## config.mk

```make
export PLATFORM = sky130hd
export DESIGN_NAME = lcd_wr_ctrl
export DESIGN_NICKNAME = d
export VERILOG_FILES = /design/src/rtl/lcd_wr_ctrl.sv
export SDC_FILE = /design/constraint.sdc
export NUM_CORES = 1
export LEC_CHECK = 0
export ABC_CLOCK_PERIOD_IN_PS = 2750
export CAP_MARGIN = 20
export CORE_AREA = 2 2 69 71
export DETAILED_ROUTE_END_ITERATION = 10
export DIE_AREA = 0 0 71 73
export GPL_ROUTABILITY_DRIVEN = 0
export PLACE_DENSITY = 0.73
export RECOVER_POWER = 25
export SETUP_SLACK_MARGIN = 0.02
export SYNTH_ARGS = -nofsm -noshare
export SYNTH_HDL_FRONTEND = slang
export SYNTH_SLANG_ARGS = --single-unit
```

## constraint.sdc

```tcl
create_clock -name i_clk -period 2.75 [get_ports i_clk]
set_clock_uncertainty 0.2 [all_clocks]
set_input_delay 0.275 -clock i_clk [delete_from_list [all_inputs] [get_ports i_clk]]
set_output_delay 0.275 -clock i_clk [all_outputs]
set_load 0.01 [all_outputs]
```

## src/rtl/lcd_wr_ctrl.sv

```systemverilog
// -----------------------------------------------------------------------------
// lcd_wr_ctrl
// HD44780-style character-LCD write sequencer. It accepts one byte plus an RS
// flag per valid/ready handshake and generates the LCD bus timing: setup, an EN
// pulse, hold, and then the command execution wait. Clear/home commands
// (rs=0, data 0x01..0x03) get the long execution wait.
//
// Optional feature (macro LCD_INIT_EN): after reset the sequencer waits
// T_PWR_CYC cycles and then issues the init commands 0x38, 0x0C, 0x01, 0x06
// by itself. Ready stays low throughout, and o_done does not pulse for these
// writes. Without the macro, IDLE is entered directly from reset.
//
// Ports:
//   i_clk       system clock
//   i_reset     asynchronous active-low reset
//   i_wr_vld    write request valid
//   i_wr_rs     register select (0 = command, 1 = data)
//   i_wr_data   byte to write
//   o_wr_rdy    ready to accept a request (high only in IDLE)
//   o_done      one-cycle pulse when a write and its wait complete
//   i_lcd_on    backlight/power enable from the CPU
//   o_lcd_on    i_lcd_on delayed by one cycle
//   o_lcd_data  LCD data bus (registered)
//   o_lcd_rs    LCD RS (registered)
//   o_lcd_rw    LCD R/W, tied to 0 (write-only)
//   o_lcd_en    LCD EN (registered)
// -----------------------------------------------------------------------------
module lcd_wr_ctrl #(
  parameter int unsigned T_SETUP_CYC = 2,
  parameter int unsigned T_EN_CYC    = 12,
  parameter int unsigned T_HOLD_CYC  = 2,
  parameter int unsigned T_CMD_CYC   = 2000,
  parameter int unsigned T_CLR_CYC   = 82000,
  parameter int unsigned T_PWR_CYC   = 750000
) (
  input  logic       i_clk,
  input  logic       i_reset,
  input  logic       i_wr_vld,
  input  logic       i_wr_rs,
  input  logic [7:0] i_wr_data,
  output logic       o_wr_rdy,
  output logic       o_done,
  input  logic       i_lcd_on,
  output logic       o_lcd_on,
  output logic [7:0] o_lcd_data,
  output logic       o_lcd_rs,
  output logic       o_lcd_rw,
  output logic       o_lcd_en
);

  function automatic int unsigned max2(input int unsigned a, input int unsigned b);
    return (a > b) ? a : b;
  endfunction

  localparam int unsigned T_MAX = max2(max2(max2(T_SETUP_CYC, T_EN_CYC), max2(T_HOLD_CYC, T_CMD_CYC)),
                                       max2(T_CLR_CYC, T_PWR_CYC));
  localparam int CNT_W = $clog2(T_MAX + 1);

  // Each phase loads N-1 on entry and leaves when the counter reads zero,
  // so a phase lasts exactly N cycles.
  localparam logic [CNT_W-1:0] SETUP_LD = CNT_W'(T_SETUP_CYC - 1);
  localparam logic [CNT_W-1:0] EN_LD    = CNT_W'(T_EN_CYC - 1);
  localparam logic [CNT_W-1:0] HOLD_LD  = CNT_W'(T_HOLD_CYC - 1);
  localparam logic [CNT_W-1:0] CMD_LD   = CNT_W'(T_CMD_CYC - 1);
  localparam logic [CNT_W-1:0] CLR_LD   = CNT_W'(T_CLR_CYC - 1);

`ifdef LCD_INIT_EN
  typedef enum logic [2:0] {
    S_IDLE, S_SETUP, S_EN_HI, S_HOLD, S_WAIT, S_PWR
  } state_e;

  localparam state_e           RST_STATE = S_PWR;
  localparam logic [CNT_W-1:0] RST_CNT   = CNT_W'(T_PWR_CYC - 1);
  localparam logic             RST_RDY   = 1'b0;

  function automatic logic [7:0] init_cmd(input logic [1:0] idx);
    case (idx)
      2'd0:    return 8'h38;
      2'd1:    return 8'h0C;
      2'd2:    return 8'h01;
      default: return 8'h06;
    endcase
  endfunction

  logic [1:0] init_idx_q;
  logic       init_busy_q;
`else
  typedef enum logic [2:0] {
    S_IDLE, S_SETUP, S_EN_HI, S_HOLD, S_WAIT
  } state_e;

  localparam state_e           RST_STATE = S_IDLE;
  localparam logic [CNT_W-1:0] RST_CNT   = '0;
  localparam logic             RST_RDY   = 1'b1;
`endif

  state_e           state_q;
  logic [CNT_W-1:0] cnt_q;
  logic             rdy_q;
  logic             done_q;
  logic [7:0]       data_q;
  logic             rs_q;
  logic             en_q;
  logic             lcd_on_q;
  logic             is_clr;

  // Clear (0x01) and return-home (0x02/0x03) commands need the long wait.
  assign is_clr = !rs_q && ((data_q == 8'h01) || (data_q == 8'h02) || (data_q == 8'h03));

  // NOTE: sequential state is written only with non-blocking assignments so
  // every register samples the pre-edge values, regardless of statement order.
  // The asynchronous reset clears EN the moment i_reset falls, without waiting
  // for a clock edge, so an interrupted write never leaves EN high.
  always_ff @(posedge i_clk or negedge i_reset) begin
    if (!i_reset) begin
      state_q <= RST_STATE;
      cnt_q   <= RST_CNT;
      rdy_q   <= RST_RDY;
      done_q  <= 1'b0;
      data_q  <= 8'h00;
      rs_q    <= 1'b0;
      en_q    <= 1'b0;
`ifdef LCD_INIT_EN
      init_idx_q  <= 2'd0;
      init_busy_q <= 1'b1;
`endif
    end else begin
      done_q <= 1'b0;
      case (state_q)
        S_IDLE: begin
          if (i_wr_vld && rdy_q) begin
            data_q  <= i_wr_data;
            rs_q    <= i_wr_rs;
            rdy_q   <= 1'b0;
            cnt_q   <= SETUP_LD;
            state_q <= S_SETUP;
          end
        end
        S_SETUP: begin
          if (cnt_q == '0) begin
            en_q    <= 1'b1;
            cnt_q   <= EN_LD;
            state_q <= S_EN_HI;
          end else begin
            cnt_q <= cnt_q - CNT_W'(1);
          end
        end
        S_EN_HI: begin
          if (cnt_q == '0) begin
            en_q    <= 1'b0;
            cnt_q   <= HOLD_LD;
            state_q <= S_HOLD;
          end else begin
            cnt_q <= cnt_q - CNT_W'(1);
          end
        end
        S_HOLD: begin
          if (cnt_q == '0) begin
            cnt_q   <= is_clr ? CLR_LD : CMD_LD;
            state_q <= S_WAIT;
          end else begin
            cnt_q <= cnt_q - CNT_W'(1);
          end
        end
        S_WAIT: begin
          if (cnt_q == '0) begin
`ifdef LCD_INIT_EN
            if (init_busy_q) begin
              if (init_idx_q == 2'd3) begin
                // Last init command finished: hand the bus to the CPU.
                init_busy_q <= 1'b0;
                rdy_q       <= 1'b1;
                state_q     <= S_IDLE;
              end else begin
                // Chain straight into the next init command.
                init_idx_q <= init_idx_q + 2'd1;
                data_q     <= init_cmd(init_idx_q + 2'd1);
                rs_q       <= 1'b0;
                cnt_q      <= SETUP_LD;
                state_q    <= S_SETUP;
              end
            end else begin
              rdy_q   <= 1'b1;
              done_q  <= 1'b1;
              state_q <= S_IDLE;
            end
`else
            rdy_q   <= 1'b1;
            done_q  <= 1'b1;
            state_q <= S_IDLE;
`endif
          end else begin
            cnt_q <= cnt_q - CNT_W'(1);
          end
        end
`ifdef LCD_INIT_EN
        S_PWR: begin
          if (cnt_q == '0) begin
            data_q  <= init_cmd(2'd0);
            rs_q    <= 1'b0;
            cnt_q   <= SETUP_LD;
            state_q <= S_SETUP;
          end else begin
            cnt_q <= cnt_q - CNT_W'(1);
          end
        end
`endif
        default: begin
          en_q    <= 1'b0;
          rdy_q   <= 1'b1;
          cnt_q   <= '0;
          state_q <= S_IDLE;
        end
      endcase
    end
  end

  // Power/backlight enable is a plain one-cycle delay, unrelated to the FSM.
  always_ff @(posedge i_clk or negedge i_reset) begin
    if (!i_reset) begin
      lcd_on_q <= 1'b0;
    end else begin
      lcd_on_q <= i_lcd_on;
    end
  end

  assign o_wr_rdy   = rdy_q;
  assign o_done     = done_q;
  assign o_lcd_on   = lcd_on_q;
  assign o_lcd_data = data_q;
  assign o_lcd_rs   = rs_q;
  assign o_lcd_rw   = 1'b0;
  assign o_lcd_en   = en_q;

endmodule

```

==> After elaboration in Yosys (flattened, before gate mapping) <==
Cells that the tools add are included.
{ "classes": {"addsub": 1, "eq_ne": 13, "muxes": 20, "n_bitwise": 2, "n_reduce_logical": 14} }
{ "op_table": {"columns": ["cell", "n"], "rows": [
  ["$mux W20", 5],
  ["$pmux W20 S5", 1],
  ["$logic_not A20 Y1", 1],
  ["$sub A20 B1 Y20 const B", 1],
  ["$mux W17", 1],
  ["$eq A8 B2 Y1 const B", 2],
  ["$mux W3", 5],
  ["$pmux W3 S5", 1],
  ["$ne A2 B2 Y1 const B", 6],
  ["$eq A8 B1 Y1 const B", 1],
  ["$eq A3 B2 Y1 const B", 2],
  ["$pmux W1 S3", 2],
  ["$reduce_and A3 Y1", 2],
  ["$reduce_or A3 Y1", 2],
  ["$mux W1", 5],
  ["$reduce_and A5 Y1", 1],
  ["$reduce_and A2 Y1", 2],
  ["$eq A3 B1 Y1 const B", 1],
  ["$eq A3 B3 Y1 const B", 1],
  ["$logic_not A3 Y1", 1],
  ["$logic_and A1 B1 Y1", 2],
  ["$logic_or A1 B1 Y1", 2],
  ["$not A1 Y1", 2],
  ["$logic_not A1 Y1", 1]
]} }
{ "totals": {"ff_bits": 36, "input_bits": 13, "out_inout_bits": 14} }

==> Longest topological paths before layout <==
{ "logic_depth": {"depth_word": 7, "depth_mapped": 9} }

==> Least setup slack after synthesis <==
OpenSTA, ideal clock, no wires.
{ "synth_path": {"path_kind": "flip-flop to flip-flop", "from": "register cnt_q[0]", "to": "register cnt_q[6]", "setup_ps": 122, "arrival_time_ps": 2303, "setup_slack_ps": 126, "path_stages_with_launch": 9, "n_path_buf": 0, "synth_period_minus_slack_ps": 2624, "cell_sequence": "dfrtp_1 > inv_1 > ha_1 > or3b_2 > or4_4 > o21ai_4 > nand2_2 > a21o_1 > a32o_1"} }
{ "synth_between": {"elab_chain_cells": 3, "word_cells_on_any_way": 9} }
{ "synth_lines": {"columns": ["item", "line", "rtl"], "rows": [
  ["start: declaration", "98", "logic [CNT_W-1:0] cnt_q;"],
  ["start signal: assignment", "145", "cnt_q <= cnt_q - CNT_W'(1);"],
  ["start signal: assignment", "154", "cnt_q <= cnt_q - CNT_W'(1);"],
  ["start signal: assignment", "159", "cnt_q <= is_clr ? CLR_LD : CMD_LD;"],
  ["$sub A20 B1 Y20 or $logic_not A20 Y1 (tied branches)", null, null],
  ["$mux W20, or another cell as far along", "166", "if (cnt_q == '0) begin"],
  ["$pmux W20 S5 or $reduce_and A2 Y1 (tied branches)", null, null]
]} }
Parallel ways exist; a longest one is shown, timed or not. The select of a mux whose other input is x is not followed.
A chain may end at the register's enable or synchronous reset.

==> Worst setup path in the final report <==
{ "layout_path": {"from": "register cnt_q[1]", "to": "register cnt_q[6]"} }
The elaborated chain is that of the path after synthesis.

==> impl_results.md <==
* Max incr delay on CP at 0.60 ns
* Grt met3 use at 0.04558
* Die span in x at 71 um
* Reg2reg end: cnt_q[6]
* GR Overflow Total at 0
* Root Buffer: clkbuf_8
* CTS tree: yes
* Synth top area share at 0.4202
* Area contributors post-synth: dfrtp_1, mux2_2, nor2_1, a21oi_1, xor2_1
* HPWL Detailed at 3625 um
* Ports at 27
* Largest net degree at the start of global routing at 37
* Syn avg cell area at 9.143 um^2
* Setup_tns at 0 ns
* Setup Viol. Count Final at 0
* Kind of end point of the critical path: flip-flop
* CP Buf/Inv Count at 1
* First-pass GRT wire length at 8714 um
* RR Startpoint: cnt_q[1]
* Post-synth EDFFs at 0
* Worst slew pin tran at 0.8908 ns
* CORE AREA at 4536 um^2
* All-Layer GR Usage at 0.2126
* I/O Buffers at 25
* Hold EP: cnt_q[10]
* Met1 Use GR at 0.2773
* Initial antenna violation count at 0
* CTS Buf Count at 5
* Die height at 73 um
* Share of layout cells above drive strength 1 at 0.2044
* Syn Inst Count at 228
* GRT Max-Usage Layer: met2
* Pre-antenna DRT Iters at 4
* Largest delay contributor family on the critical path: simple AND/OR/NAND/NOR gates
* Cell Pwr Density at 384.8 nW/um^2
* Status: completed
* CP startpoint kind: flip-flop
* Sequential share of power at 0.520
* Ant. Diodes at 0
* # DRC at 0
* Clk slew on worst S/H paths at 0.07 ns
* Sw frac at 0.2001
* Top_reg_cell synth: dfrtp_1
* YS warnings at 0
* Critical Path RT at 2.72 ns
* Clk pwr share at 0.450
* Worst Path Max Fanout at 4
* LEAKAGE at 1.104 nW
* Seq cells post-synth at 36
* Setup Crit Path Kind: reg -> reg
* Tcrit/Tclk final at 0.9345
* Minimum setup slack among reg-to-reg paths at 0.18 ns
* Clock Sinks at 36
* Hold depth at 1
* Cells on worst reg2reg path at 8
* Clk_lat worst skew at 0.29 ns
* Die Area at 5183 um^2
* RSZ-0062 raised after global routing: false
* Via-per-instance ratio at 5.826
* HP Class: reg -> reg
* Post-DR wirelength/cell at 15.58 um
* CTS H-tree depth at 2
* Finished Core Util at 0.5837
* FP Rows at 25
* Net Switching at 0.0002039 W
* Peak Freq at 389.1 MHz
* Asr flop ratio synth at 1.000
* Post-Syn Nets at 242
* GR Util met2 at 0.3541
* Max_cap viols at 0
* Largest area contributor in the netlist: dfrtp_1
* Final slew viol count at 0
* Slowest CP cell: or4_4
* Drt total wl at 5109 um
* Endpoints failing hold at 0
* Vias in the first global route at 1855
* Distinct cells, synth at 55
* Hold wc startpoint: cnt_q[10]
* Worst relative slew slack at 0.4061
* Layout Nets at 287
* Synthesized area at 2084 um^2
* Post-layout min period at 2.570 ns
* Crit path DAT at 2.54 ns
* Area growth syn-to-layout at 27.01%
* Layout filler cell count at 411
* Final ANT Viol Nets at 0
* CP cell instances: inv_1 > ha_1 > or3b_4 > or4_4 > o21ai_4 > nand2_2 > a21o_1 > a32o_1
* First DRT Iteration DRCs at 123
* Vias at 1911
* CP Launch Point: cnt_q[1]
* Worst vdd ir at 0.2465 mV
* Power share of the combinational group at 0.029
* Pint at 0.0008150 W
* CTS Buffer Depth at 2
* Initial core utilization at 0.4596
* Register area share after synthesis at 0.4328
logic make-up (layout without fill, tap and decap cells):
kind of cell,Yosys count,after routing,synth area share
other cells,1,1,0.001799
buf+inv,15,61,0.03001
mux,9,9,0.04862
compound gates,55,55,0.1735
flops,36,36,0.4328
fa+ha+maj,1,1,0.006001
simple gates,101,101,0.2653
xor+xnor,10,10,0.04202
worst register-to-register path: stages, from the launching register on:
cell     delay (ns)
dfrtp_1        0.41
inv_1          0.06
ha_1           0.15
or3b_4         0.42
or4_4          0.60
o21ai_4        0.16
nand2_2        0.08
a21o_1         0.18
a32o_1         0.20
placed cells by master (no fill, tap or decap), types with 2 or more instances in the layout:
cell / netlist / routed
or3_1: 5 / 5
o22ai_1: 2 / 2
nor4_2: 3 / 2
buf_4: 1 / 21
xor2_1: 8 / 8
nand2_2: 2 / 2
or4_4: 2 / 2
a211o_1: 2 / 2
nor2_1: 26 / 26
nand3_1: 11 / 11
nor3_1: 11 / 11
dlygate4sd3_1: 0 / 2
nand4_1: 3 / 3
a211oi_1: 3 / 3
dfrtp_1: 35 / 35
clkdlybuf4s50_1: 0 / 23
a31oi_1: 3 / 3
a21oi_1: 17 / 16
o21a_1: 3 / 3
clkbuf_8: 0 / 5
mux2_2: 9 / 9
nor4_1: 5 / 5
o21ai_0: 11 / 11
nor3b_1: 3 / 3
or4_1: 2 / 2
inv_1: 6 / 6
nand2_1: 17 / 17
xnor2_1: 2 / 2
cells in the mapped netlist (5+ instances only):
| cell | count |
|---|---|
| dfrtp_1 | 35 |
| nor2_1 | 26 |
| a21oi_1 | 17 |
| nand2_1 | 17 |
| nand3_1 | 11 |
| nor3_1 | 11 |
| o21ai_0 | 11 |
| mux2_2 | 9 |
| xor2_1 | 8 |
| clkbuf_1 | 6 |
| inv_1 | 6 |
| nor4_1 | 5 |
| or3_1 | 5 |
worst max path at each step:
stage,cells after the start,to
after floorplan,8,cnt_q[6]
after global placement,9,cnt_q[1]
after detailed placement,9,cnt_q[1]
after CTS,9,cnt_q[1]
after global routing,8,cnt_q[6]
final,8,cnt_q[6]
flip-flops by register name, summed over array words and instances (netlist names):
| name | flops |
|---|---|
| cnt_q | 20 |
| o_lcd_on | 1 |
| o_lcd_en | 1 |
| o_wr_rdy | 1 |
| state_q | 3 |
| o_lcd_data | 8 |
| o_done | 1 |
| o_lcd_rs | 1 |
cell type report:
type / count / area [um^2] / share of cell area
sequential: 36 / 902.1 / 0.3407
multi-input combinational: 177 / 1135 / 0.4286
clock buffer: 6 / 72.57 / 0.02741
inverter: 6 / 22.52 / 0.008507
timing repair buffer: 47 / 412.9 / 0.1560
clock inverter: 2 / 35.03 / 0.01323
tap: 54 / 67.56 / 0.02552
repair_timing:
action	in CTS	in global routing
hold endpoints to repair	35	0
setup buffers	0	1
resized for setup	0	3
hold buffers	1	0
setup endpoints to repair	0	12
layer usage:
metal	wire length, um	up-vias	part of all wire
li1	-	918	-
met1	2258	921	0.44
met2	2507	62	0.49
met3	260	10	0.051
met4	82	0	0.016
met5	0	-	0
through the flow:
stage               area (um^2)  power [W]  hold WS, ns  worst slack [ns]  instances
finish                     2648   0.001019       0.2988            0.1800        328
global route               2648   0.001051       0.3413           0.08125        328
CTS                        2625   0.001035       0.2111           0.07157        327
detailed placement         2507  0.0005706       0.2198           0.09911        318
global placement           2507  0.0005699       0.2119            0.1194        318
floorplan                  2085  0.0005430      -0.2206            0.1256        228
power by group through the flow:
| stage | Clock (W) | Sequential, W | Combinational, W |
|---|---|---|---|
| 5_1_grt | 0.000488 | 0.000530 | 0.0000339 |
| 3_3_place_gp | 0 | 0.000540 | 0.0000295 |
| 6_report | 0.000459 | 0.000530 | 0.0000298 |
| 2_1_floorplan | 0 | 0.000541 | 0.00000204 |
| 4_1_cts | 0.000473 | 0.000530 | 0.0000316 |
| 3_5_place_dp | 0 | 0.000540 | 0.0000302 |
Note: power is estimated with default switching activity, not from simulation.
